### config.mk
export PLATFORM = sky130hd
export DESIGN_NAME = flappy_pipe_gen_flat
export DESIGN_NICKNAME = d
export VERILOG_FILES = /design/src/rtl/flappy_pipe_gen_pkg.sv /design/src/rtl/flappy_pipe_gen_if.sv /design/src/rtl/flappy_pipe_gen_lfsr.sv /design/src/rtl/flappy_pipe_gen.sv /design/src/flat_wrapper.sv
export SDC_FILE = /design/constraint.sdc
export NUM_CORES = 1
export LEC_CHECK = 0
export ABC_AREA = 0
export CAP_MARGIN = 5
export CORE_MARGIN = 2
export CORE_UTILIZATION = 55
export CTS_CLUSTER_DIAMETER = 80
export CTS_CLUSTER_SIZE = 16
export DETAILED_ROUTE_END_ITERATION = 12
export PLACE_DENSITY = 0.86
export SLEW_MARGIN = 20
export SYNTH_ARGS = -nofsm -noshare
export SYNTH_HDL_FRONTEND = slang
export SYNTH_SLANG_ARGS = --single-unit
### constraint.sdc
create_clock -name ClkPort -period 18.7 [get_ports ClkPort]
set_clock_uncertainty 0.15 [all_clocks]
set_input_delay 3.74 -clock ClkPort [delete_from_list [all_inputs] [get_ports ClkPort]]
set_output_delay 3.74 -clock ClkPort [all_outputs]
set_load 0.005 [all_outputs]
### src/rtl/flappy_pipe_gen_pkg.sv
// Shared constants, state type and helpers for the Flappy pipe-field blocks.
package flappy_pipe_gen_pkg;

    localparam int unsigned SCREEN_W  = 640;
    localparam int unsigned SCREEN_H  = 480;
    localparam int unsigned NUM_PIPES = 4;
    localparam int unsigned XW        = 10;

    localparam int unsigned DEF_SPEED   = 2;
    localparam int unsigned DEF_SPACING = 170;
    localparam int unsigned DEF_WIDTH   = 40;
    localparam int unsigned DEF_GAP     = 120;
    localparam int unsigned DEF_GAP_MIN = 40;
    localparam int unsigned DEF_BIRD_X  = 80;
    localparam int unsigned GAP_HOME    = 180;

    typedef enum logic [1:0] {
        IDLE = 2'd0,
        RUN  = 2'd1,
        HALT = 2'd2
    } state_t;

    typedef logic [XW-1:0] coord_t;

    // Right edge of pipe idx on reset / restart.
    function automatic coord_t home_x(input int unsigned idx, input int unsigned spacing);
        return coord_t'((idx + 1) * spacing - 1);
    endfunction

endpackage

### src/rtl/flappy_pipe_gen_if.sv
// Control pulses in, pipe geometry out; master is the pipe generator side.
interface flappy_pipe_gen_if;
    import flappy_pipe_gen_pkg::*;

    logic                       frame_tick;
    logic                       start;
    logic                       crash;
    logic [NUM_PIPES*XW-1:0]    PipeRight;
    logic [NUM_PIPES*XW-1:0]    PipeLeft;
    logic [NUM_PIPES*XW-1:0]    PipeGapTop;
    logic [NUM_PIPES*XW-1:0]    PipeGapBot;
    logic [XW-1:0]              X_Edge;
    logic                       running;
    logic                       pipe_passed;

    modport master (
        input  frame_tick, start, crash,
        output PipeRight, PipeLeft, PipeGapTop, PipeGapBot, X_Edge, running, pipe_passed
    );

    modport slave (
        output frame_tick, start, crash,
        input  PipeRight, PipeLeft, PipeGapTop, PipeGapBot, X_Edge, running, pipe_passed
    );

endinterface

### src/rtl/flappy_pipe_gen_lfsr.sv
// 10-bit Fibonacci LFSR (x^10 + x^7 + 1), seeded with 1 on reset; low OUT_W bits exposed.
module flappy_lfsr #(
    parameter int unsigned OUT_W = 10
) (
    input  logic             clk,
    input  logic             reset,
    input  logic             enable,
    output logic [OUT_W-1:0] value
);

    logic [9:0] q;

    always_ff @(posedge clk) begin
        if (!reset) begin
            q <= 10'h001;
        end else if (enable) begin
            q <= {q[8:0], q[9] ^ q[6]};
        end
    end

    assign value = q[OUT_W-1:0];

endmodule

### src/rtl/flappy_pipe_gen.sv
// Four scrolling pipes with random gap heights, advanced once per frame under an IDLE/RUN/HALT FSM.
module flappy_pipe_gen
    import flappy_pipe_gen_pkg::*;
#(
    parameter int unsigned SPEED   = DEF_SPEED,
    parameter int unsigned SPACING = DEF_SPACING,
    parameter int unsigned WIDTH   = DEF_WIDTH,
    parameter int unsigned GAP     = DEF_GAP,
    parameter int unsigned GAP_MIN = DEF_GAP_MIN,
    parameter int unsigned BIRD_X  = DEF_BIRD_X
) (
    input  logic               ClkPort,
    input  logic               reset,
    flappy_pipe_gen_if.master  bus
);

    localparam int unsigned PERIOD = NUM_PIPES * SPACING;
    localparam coord_t      BIRD   = coord_t'(BIRD_X);

    state_t                 state;
    logic                   running_q;
    logic                   passed_q;
    logic [7:0]             rand_byte;
    logic                   advance;
    logic                   reinit;
    logic [NUM_PIPES-1:0]   crossed;
    coord_t                 x_q      [NUM_PIPES];
    coord_t                 gap_q    [NUM_PIPES];
    coord_t                 left_q   [NUM_PIPES];
    coord_t                 bot_q    [NUM_PIPES];
    coord_t                 x_nxt    [NUM_PIPES];
    coord_t                 gap_nxt  [NUM_PIPES];
    coord_t                 edge_q;
    coord_t                 edge_nxt;

    flappy_lfsr #(.OUT_W(8)) u_lfsr (
        .clk    (ClkPort),
        .reset  (reset),
        .enable (1'b1),
        .value  (rand_byte)
    );

    // Reset folds into the field reinit path so every registered output takes its home value.
    assign advance = reset && (state == RUN) && bus.frame_tick && !bus.crash;
    assign reinit  = !reset || ((state == HALT) && bus.start);

    for (genvar i = 0; i < NUM_PIPES; i++) begin : g_pipe
        coord_t moved;
        coord_t x_n;
        coord_t gap_n;
        logic   wrap;

        always_comb begin
            wrap  = x_q[i] < coord_t'(SPEED);
            moved = wrap ? x_q[i] + coord_t'(PERIOD - SPEED) : x_q[i] - coord_t'(SPEED);
            x_n   = x_q[i];
            gap_n = gap_q[i];
            if (reinit) begin
                x_n   = home_x(i, SPACING);
                gap_n = coord_t'(GAP_HOME);
            end else if (advance) begin
                x_n = moved;
                if (wrap) begin
                    gap_n = coord_t'(GAP_MIN) + coord_t'(rand_byte);
                end
            end
        end

        assign x_nxt[i]   = x_n;
        assign gap_nxt[i] = gap_n;
        assign crossed[i] = advance && !wrap && (x_q[i] >= BIRD) && (moved < BIRD);

        assign bus.PipeRight [XW*i +: XW] = x_q[i];
        assign bus.PipeLeft  [XW*i +: XW] = left_q[i];
        assign bus.PipeGapTop[XW*i +: XW] = gap_q[i];
        assign bus.PipeGapBot[XW*i +: XW] = bot_q[i];
    end

    always_comb begin
        edge_nxt = '1;
        for (int unsigned i = 0; i < NUM_PIPES; i++) begin
            if ((x_nxt[i] >= BIRD) && (x_nxt[i] < edge_nxt)) begin
                edge_nxt = x_nxt[i];
            end
        end
    end

    always_ff @(posedge ClkPort) begin
        if (!reset) begin
            state     <= IDLE;
            running_q <= 1'b0;
        end else begin
            unique case (state)
                IDLE: if (bus.start) begin
                    state     <= RUN;
                    running_q <= 1'b1;
                end
                RUN: if (bus.crash) begin
                    state     <= HALT;
                    running_q <= 1'b0;
                end
                HALT: if (bus.start) begin
                    state     <= RUN;
                    running_q <= 1'b1;
                end
                default: begin
                    state     <= IDLE;
                    running_q <= 1'b0;
                end
            endcase
        end
        passed_q <= |crossed;
        edge_q   <= edge_nxt;
        for (int unsigned i = 0; i < NUM_PIPES; i++) begin
            x_q[i]    <= x_nxt[i];
            gap_q[i]  <= gap_nxt[i];
            left_q[i] <= (x_nxt[i] >= coord_t'(WIDTH)) ? x_nxt[i] - coord_t'(WIDTH) : '0;
            bot_q[i]  <= gap_nxt[i] + coord_t'(GAP);
        end
    end

    assign bus.X_Edge      = edge_q;
    assign bus.running     = running_q;
    assign bus.pipe_passed = passed_q;

endmodule

### src/flat_wrapper.sv
// flat-port wrapper written by rule: the top's interface ports become plain ports
module flappy_pipe_gen_flat import flappy_pipe_gen_pkg::*;
#(
    parameter int unsigned SPEED   = DEF_SPEED,
    parameter int unsigned SPACING = DEF_SPACING,
    parameter int unsigned WIDTH   = DEF_WIDTH,
    parameter int unsigned GAP     = DEF_GAP,
    parameter int unsigned GAP_MIN = DEF_GAP_MIN,
    parameter int unsigned BIRD_X  = DEF_BIRD_X
)
  (ClkPort, reset, bus_frame_tick, bus_start, bus_crash, bus_PipeRight, bus_PipeLeft, bus_PipeGapTop, bus_PipeGapBot, bus_X_Edge, bus_running, bus_pipe_passed);
  flappy_pipe_gen_if bus_i ();
  input  logic ClkPort;
  input  logic reset;
  input wire logic [$bits(bus_i.frame_tick)-1:0] bus_frame_tick;
  input wire logic [$bits(bus_i.start)-1:0] bus_start;
  input wire logic [$bits(bus_i.crash)-1:0] bus_crash;
  output wire logic [$bits(bus_i.PipeRight)-1:0] bus_PipeRight;
  output wire logic [$bits(bus_i.PipeLeft)-1:0] bus_PipeLeft;
  output wire logic [$bits(bus_i.PipeGapTop)-1:0] bus_PipeGapTop;
  output wire logic [$bits(bus_i.PipeGapBot)-1:0] bus_PipeGapBot;
  output wire logic [$bits(bus_i.X_Edge)-1:0] bus_X_Edge;
  output wire logic [$bits(bus_i.running)-1:0] bus_running;
  output wire logic [$bits(bus_i.pipe_passed)-1:0] bus_pipe_passed;
  assign bus_i.frame_tick = bus_frame_tick;
  assign bus_i.start = bus_start;
  assign bus_i.crash = bus_crash;
  assign bus_PipeRight = bus_i.PipeRight;
  assign bus_PipeLeft = bus_i.PipeLeft;
  assign bus_PipeGapTop = bus_i.PipeGapTop;
  assign bus_PipeGapBot = bus_i.PipeGapBot;
  assign bus_X_Edge = bus_i.X_Edge;
  assign bus_running = bus_i.running;
  assign bus_pipe_passed = bus_i.pipe_passed;
  flappy_pipe_gen #(.SPEED(SPEED), .SPACING(SPACING), .WIDTH(WIDTH), .GAP(GAP), .GAP_MIN(GAP_MIN), .BIRD_X(BIRD_X)) u_core (.ClkPort(ClkPort), .reset(reset), .bus(bus_i));
endmodule
### Word-level counts from Yosys, hierarchy flattened

Memory sizes are Yosys's and may differ from the RTL's.
Cells that the tools add are included.

* bitwise gates (word level): 1
* eq/ne operators: 4
* add/subtract/negate cells: 17
* muxes and demuxes: 38
* magnitude comparators: 24
* reductions and logical operators: 31

Operator list (count)
* 10-bit 2-to-1 mux: 32
* 10-bit by 7-bit >= comparator with 1-bit output (second input constant): 8
* 10-bit adder (second input constant): 4
* 10-bit by 7-bit adder with 10-bit output (second input constant): 4
* 10-bit by 6-bit >= comparator with 1-bit output (second input constant): 4
* 10-bit by 2-bit < comparator with 1-bit output (second input constant): 4
* 10-bit by 7-bit < comparator with 1-bit output (second input constant): 4
* 10-bit by 2-bit subtractor with 10-bit output (second input constant): 4
* 10-bit by 6-bit subtractor with 10-bit output (second input constant): 4
* 10-bit < comparator: 3
* 1-bit logical AND: 20
* 10-bit < comparator (second input constant): 1
* 6-bit by 8-bit adder with 9-bit output (first input constant): 1
* 1-bit logical NOT: 6
* 2-bit 2-to-1 mux: 2
* 2-bit case mux with 2 select lines: 1
* 4-bit OR reduction: 1
* 2-bit by 1-bit == test with 1-bit output (second input constant): 1
* 2-bit == test (second input constant): 1
* 2-bit logical NOT: 1
* 1-bit 2-to-1 mux: 2
* 2-bit by 1-bit != test with 1-bit output (second input constant): 1
* 2-bit != test (second input constant): 1
* 1-bit case mux with 2 select lines: 1
* other kinds (4): 4

* bits in writable memories: 160
* memories kept: 4
* register bits: 24

Memories
* u_core.bot_q: words 4, bits a word 10, read ports 4, clocked after Yosys merged registers in 0, write ports 4, RTL line flappy_pipe_gen.sv:30 `coord_t bot_q [NUM_PIPES];`
* u_core.gap_q: words 4, bits a word 10, read ports 4, clocked after Yosys merged registers in 0, write ports 4, RTL line flappy_pipe_gen.sv:28 `coord_t gap_q [NUM_PIPES];`
* u_core.left_q: words 4, bits a word 10, read ports 4, clocked after Yosys merged registers in 0, write ports 4, RTL line flappy_pipe_gen.sv:29 `coord_t left_q [NUM_PIPES];`
* u_core.x_q: words 4, bits a word 10, read ports 4, clocked after Yosys merged registers in 0, write ports 4, RTL line flappy_pipe_gen.sv:27 `coord_t x_q [NUM_PIPES];`

### Depth between registers and ports, before layout

* word-level depth: 18
* gate-level depth with buffers: 45
* depth with buffers taken out: 40

### Cells and area by module

From an unflattened synthesis, not the netlist that was laid out.

* cells, all modules: 951
* area, all modules: 8298.0 µm²

By module, submodules not included
* flappy_pipe_gen: cells each 910, times used 1, area each 7853.8 µm²
* flappy_lfsr: cells each 41, times used 1, area each 444.2 µm²

### Worst setup path after synthesis

No wires, ideal clock.

* kind: input -> register
* start: input port bus_crash
* end: register u_core.edge_q[0], in the netlist u_core.bus.X_Edge[0]
* path slack: 7.337 ns
* arrival time: 11.090 ns
* path buffers: 5
* cell stages on the path: 43
* setup time: 0.123 ns
* cell sequence: or3b_1 buf_2 nor4_1 mux2i_1 o21ai_2 nor3_1 nor2_1 ha_1 a21o_1 a21o_1 a21o_1 a21oi_1 o31ai_1 a21oi_1 nand3_4 clkbuf_1 nand2_1 o21ai_0 [7 not listed] buf_6 buf_2 nor2_1 a21oi_1 ha_1 a21o_1 a21oi_1 nor2b_1 o21ai_0 nand2b_1 a21oi_1 nor2b_1 o21ai_0 nand2_1 nor3_1 a21oi_2 buf_6 mux2_1

* word-level cells in the longest chain between the ends: 16
* elaborated cells on any way between the ends: 26
* classes of those cells: 8 x order compare; 12 x mux; 6 x reduce/logical

Ends and longest elaborated chain
* from (decl): RTL line flat_wrapper.sv:17 `input wire logic [$bits(bus_i.crash)-1:0] bus_crash;`
* 1-bit logical NOT *: RTL line flappy_pipe_gen.sv:44 `assign advance = reset && (state == RUN) && bus.frame_tick && !bus.crash;`
* 1-bit logical AND *: RTL line flappy_pipe_gen.sv:44
* 10-bit 2-to-1 mux: RTL line flappy_pipe_gen.sv:61 `end else if (advance) begin`
* 10-bit 2-to-1 mux: RTL line flappy_pipe_gen.sv:58 `if (reinit) begin`
* 10-bit by 7-bit >= comparator with 1-bit output / 10-bit < comparator (equally long branches): RTL line flappy_pipe_gen.sv:82 `if ((x_nxt[i] >= BIRD) && (x_nxt[i] < edge_nxt)) begin`
* 1-bit logical AND: RTL line flappy_pipe_gen.sv:82
* 10-bit 2-to-1 mux: RTL line flappy_pipe_gen.sv:82
* 10-bit < comparator: RTL line flappy_pipe_gen.sv:82
* 1-bit logical AND: RTL line flappy_pipe_gen.sv:82
* 10-bit 2-to-1 mux: RTL line flappy_pipe_gen.sv:82
* 10-bit < comparator: RTL line flappy_pipe_gen.sv:82
* 1-bit logical AND: RTL line flappy_pipe_gen.sv:82
* 10-bit 2-to-1 mux: RTL line flappy_pipe_gen.sv:82
* 10-bit < comparator: RTL line flappy_pipe_gen.sv:82
* 1-bit logical AND: RTL line flappy_pipe_gen.sv:82
* 10-bit 2-to-1 mux *: RTL line flappy_pipe_gen.sv:82
* net u_core.edge_nxt[0]: RTL line flappy_pipe_gen.sv:34 `coord_t edge_nxt;`
* to (signal assigned): RTL line flappy_pipe_gen.sv:113 `edge_q <= edge_nxt;`
* to (decl): RTL line flappy_pipe_gen.sv:33 `coord_t edge_q;`

Mark *: on every way through the listed nets, which the timed path passes. The rest lies on a longest branch.
A chain may end at the register's enable or synchronous reset.

### Final worst setup path

* start: input port reset
* end: register u_core.edge_q[0], in the netlist u_core.bus.X_Edge[0]

* word-level cells in the longest chain between the ends: 17
* elaborated cells on any way between the ends: 29
* classes of those cells: 8 x order compare; 12 x mux; 9 x reduce/logical

Ends and longest elaborated chain
* from (decl): RTL line flat_wrapper.sv:14 `input logic reset;`
* 1-bit logical AND (3 in series): RTL line flappy_pipe_gen.sv:44
* 10-bit 2-to-1 mux: RTL line flappy_pipe_gen.sv:61
* 10-bit 2-to-1 mux *: RTL line flappy_pipe_gen.sv:58
* net u_core.g_pipe[0].x_n[6]: RTL line flappy_pipe_gen.sv:49 `coord_t x_n;`
* 10-bit by 7-bit >= comparator with 1-bit output / 10-bit < comparator (equally long branches): RTL line flappy_pipe_gen.sv:82
* 1-bit logical AND: RTL line flappy_pipe_gen.sv:82
* 10-bit 2-to-1 mux *: RTL line flappy_pipe_gen.sv:82
* 10-bit < comparator: RTL line flappy_pipe_gen.sv:82
* 1-bit logical AND: RTL line flappy_pipe_gen.sv:82
* 10-bit 2-to-1 mux *: RTL line flappy_pipe_gen.sv:82
* 10-bit < comparator: RTL line flappy_pipe_gen.sv:82
* 1-bit logical AND: RTL line flappy_pipe_gen.sv:82
* 10-bit 2-to-1 mux *: RTL line flappy_pipe_gen.sv:82
* 10-bit < comparator: RTL line flappy_pipe_gen.sv:82
* 1-bit logical AND: RTL line flappy_pipe_gen.sv:82
* 10-bit 2-to-1 mux *: RTL line flappy_pipe_gen.sv:82
* net u_core.edge_nxt[0]: RTL line flappy_pipe_gen.sv:34

Marks and branches as above.

==> impl_metrics.toml <==
[timing]
hold_viol_final = 0
drv_slew = 0
period_needed_ns = 12.47
finalSetupTns_ns = 0
fin_crit_sh = 0.6666
rsz0062_at_grt = "no"
worst_pin_slew_ns = 0.9602
relSlewSlack = 0.3560
fmax_mhz = 80.22
finalSetupViolCount = 0

[floorplanning]
coreArea_sq_um = 14530
num_io_pins = 177
die-area_sq_um = 15850
die_y_microns = 125.9
num_rows = 44
fp.dieW_microns = 125.9
initial_core_util = 0.5623

[setup_path]
cp_slowest_stage_delay_ns = 0.74
slowest_stage = "clkdlybuf4s50_1"
reg2regPathDepth = 37
reg2reg_slack_ns = 9.66
crit_fanout = 33
end_kind = "flip-flop"
cpMostUsedCell = "a21oi_1"
worstSetupPathType = "input port to flip-flop"
cp.required_ns = 18.87
critPathArrivalTime_ns = 12.63
rr_startpoint = "u_core.x_q[0][3]"
timing.rr.end = "u_core.bus.X_Edge[0]"
critPathLaunchType = "input port"

[route]
drcViolationCount = 0
drt-initial-drc-count = 684
totalWireLength_mm = 22.26
ant_nets = 0
wl_per_cell_microns = 17.17
vias_per_cell = 5.721
dr.pass1.iters = 5
vias = 7415

[global_routing]
track_usage = 0.2782
overflow = 0
first_global_vias = 6941
grt_pass1_wl_mm = 35.68
antenna_found_initial = 0
grt_max_degree = 38

[clock_tree]
clock_latency_ns = 0.44
cts_tree = "done"
cts-root-buf = "clkbuf_16"
htreeDepth = 4
cts_resized = 0
cts.clk_slew.worst_paths_ns = 0.07
clockBufferDepth = 2
ctsHoldBuffers = 0
cts_setup_buffers = 0
cts_made_buffers = 17
clkSinkCount = 172

[cells_and_area]
antenna_cells = 0
syn2layout_area_growth_pct = 28.55
fin_util = 0.7229
drive_above_1_share = 0.05935
fin_cells = 1296
nets = 1146

[worst_hold_path]
holdPathEnd = "u_core.u_lfsr.q[9]"
hold_class = "flip-flop to flip-flop"
worstHoldStart = "u_core.u_lfsr.q[8]"
worstHoldPathCells = 1

[power_and_ir_drop]
p_leak_nw = 4.410
power.switching_mw = 0.2197
p_comb_frac = 0.130
vdd_drop_max_mv = 0.06945
total_power_mw = 0.8356
pwr-share-seq = 0.461
intPower_mw = 0.6160
power_switching_share = 0.2629
clkPwrFrac = 0.409
p_per_area_nw_per_um2 = 79.53

[yosys]
yosysMostFrequentCell = "dfxtp_1"
yosysTopAreaCellShare = 0.4213
synth_cells = 950
yosysSeqAreaShare = 0.4213
synth_area_sq_um = 8173
synth_nets = 997
synth_edf_count = 0
synthArstFlopShare = 0
synthTopCellsByCount = "dfxtp_1 (172), nor2_1 (112), nand2_1 (99), inv_1 (54), a21oi_1 (53)"
ys_top_cells_by_area = "dfxtp_1 (42%), ha_1 (6.4%), nor2_1 (5.1%), nand2_1 (4.5%), xnor2_1 (4.0%)"
ys_seq_elements = 172
yosys_warnings = 0
ys.flop_type = "dfxtp_1"
synth.distinct_cells = 76
yosysTopAreaCell = "dfxtp_1"
avgSynthCellArea_sq_um = 8.603

[flow_run]
drv_cap = 0

[placed_design]
dpl.cell_count = 1264
hpwl_mm = 16.14
gp_congestion = 0.9500
io_buffers = 176

[outcome]
status = "finished, final reports clean"
-- placed cells by master, fill, tap and decap left out, types with 6 or more instances in the layout --
| cell | Yosys | routed |
|---|---|---|
| a21o_1 | 9 | 9 |
| a21oi_1 | 53 | 53 |
| and2_1 | 14 | 14 |
| and3_1 | 8 | 8 |
| clkbuf_16 | 0 | 17 |
| clkdlybuf4s50_1 | 0 | 176 |
| dfxtp_1 | 172 | 172 |
| ha_1 | 42 | 42 |
| inv_1 | 54 | 54 |
| mux2i_1 | 29 | 29 |
| nand2_1 | 99 | 99 |
| nand2b_1 | 9 | 9 |
| nand3_1 | 28 | 28 |
| nand4_1 | 8 | 8 |
| nor2_1 | 112 | 112 |
| nor2b_1 | 14 | 14 |
| nor3_1 | 31 | 31 |
| nor4_1 | 6 | 6 |
| o211ai_1 | 16 | 16 |
| o21ai_0 | 37 | 37 |
| o31ai_1 | 7 | 7 |
| or2_2 | 7 | 7 |
| or3_1 | 7 | 7 |
| xnor2_1 | 37 | 37 |
| xor2_1 | 19 | 19 |
-- metrics by stage --
stage          cell area (sq um)  setup slack, ns  hold WS, ns
2_1_floorplan               8173            7.337       0.2619
3_3_place_gp                9943            6.211       0.2693
3_5_place_dp                9943            5.900       0.2804
4_1_cts                    10510            6.353       0.2986
5_1_grt                    10510            5.538       0.3302
6_report                   10510            6.234       0.2976
-- final cells by class --
cell class	count	area (sq um)
Clock buffer	17	425.4
Clock inverter	15	137.6
Fill cell	1084	4028
Inverter	55	206.4
Multi-Input combinational cell	672	4264
Sequential cell	172	3443
Tap cell	184	230.2
Timing Repair Buffer	181	1799
-- how the worst max path moves through the flow --
stage               cells past startpoint                    to  startpoint  slack (ns)
floorplan                              43  u_core.bus.X_Edge[0]   bus_crash        7.34
global placement                       39  u_core.bus.X_Edge[0]       reset        6.21
detailed placement                     38  u_core.bus.X_Edge[0]       reset        5.90
CTS                                    38  u_core.bus.X_Edge[0]       reset        6.35
global route                           38  u_core.bus.X_Edge[0]       reset        5.54
finish                                 38  u_core.bus.X_Edge[0]       reset        6.23
-- cell families after synthesis --
logic type               share of synthesized area
AO/OA/AOI/OAI                               0.1399
XOR/XNOR                                   0.06001
adder cells (fa/ha/maj)                    0.06430
buffers and inverters                      0.05695
flip-flops                                  0.4213
multiplexers                               0.04011
AND/OR/NAND/NOR                             0.2174
-- sequential cells by signal, indices dropped and copies added, names as in the netlist --
signal,count
u_core.bot_q,31
u_core.left_q,40
u_core.gap_q,37
u_core.x_q,40
u_core.u_lfsr.q,10
u_core.state,2
u_core.bus.running,1
u_core.bus.pipe_passed,1
u_core.bus.X_Edge,10
-- critical path, delay by kind of cell --
family	cells	cell delay, ns
AO/OA/AOI/OAI	17	4.05
adder cells (fa/ha/maj)	3	0.78
multiplexers	1	0.38
AND/OR/NAND/NOR	15	2.66
buffers and inverters	2	1.02
-- metal layers --
metal	routed length [microns]	up-vias	track usage	part of all wire
met5	0	-	0	0
met1	9285	3455	0.3487	0.42
li1	-	3566	-	-
met3	1644	47	0.06117	0.074
met2	10790	347	0.4696	0.48
met4	536	0	0.1060	0.024
-- power by group through the flow --
| stage | Sequential, mW | Combinational, mW | Clock, mW |
|---|---|---|---|
| finish | 0.385 | 0.109 | 0.341 |
| detailed placement | 0.393 | 0.106 | 0 |
| floorplan | 0.392 | 0.0692 | 0 |
| global placement | 0.394 | 0.104 | 0 |
| CTS | 0.386 | 0.108 | 0.346 |
| global route | 0.386 | 0.120 | 0.362 |
Power figures use the tool's default switching activity.
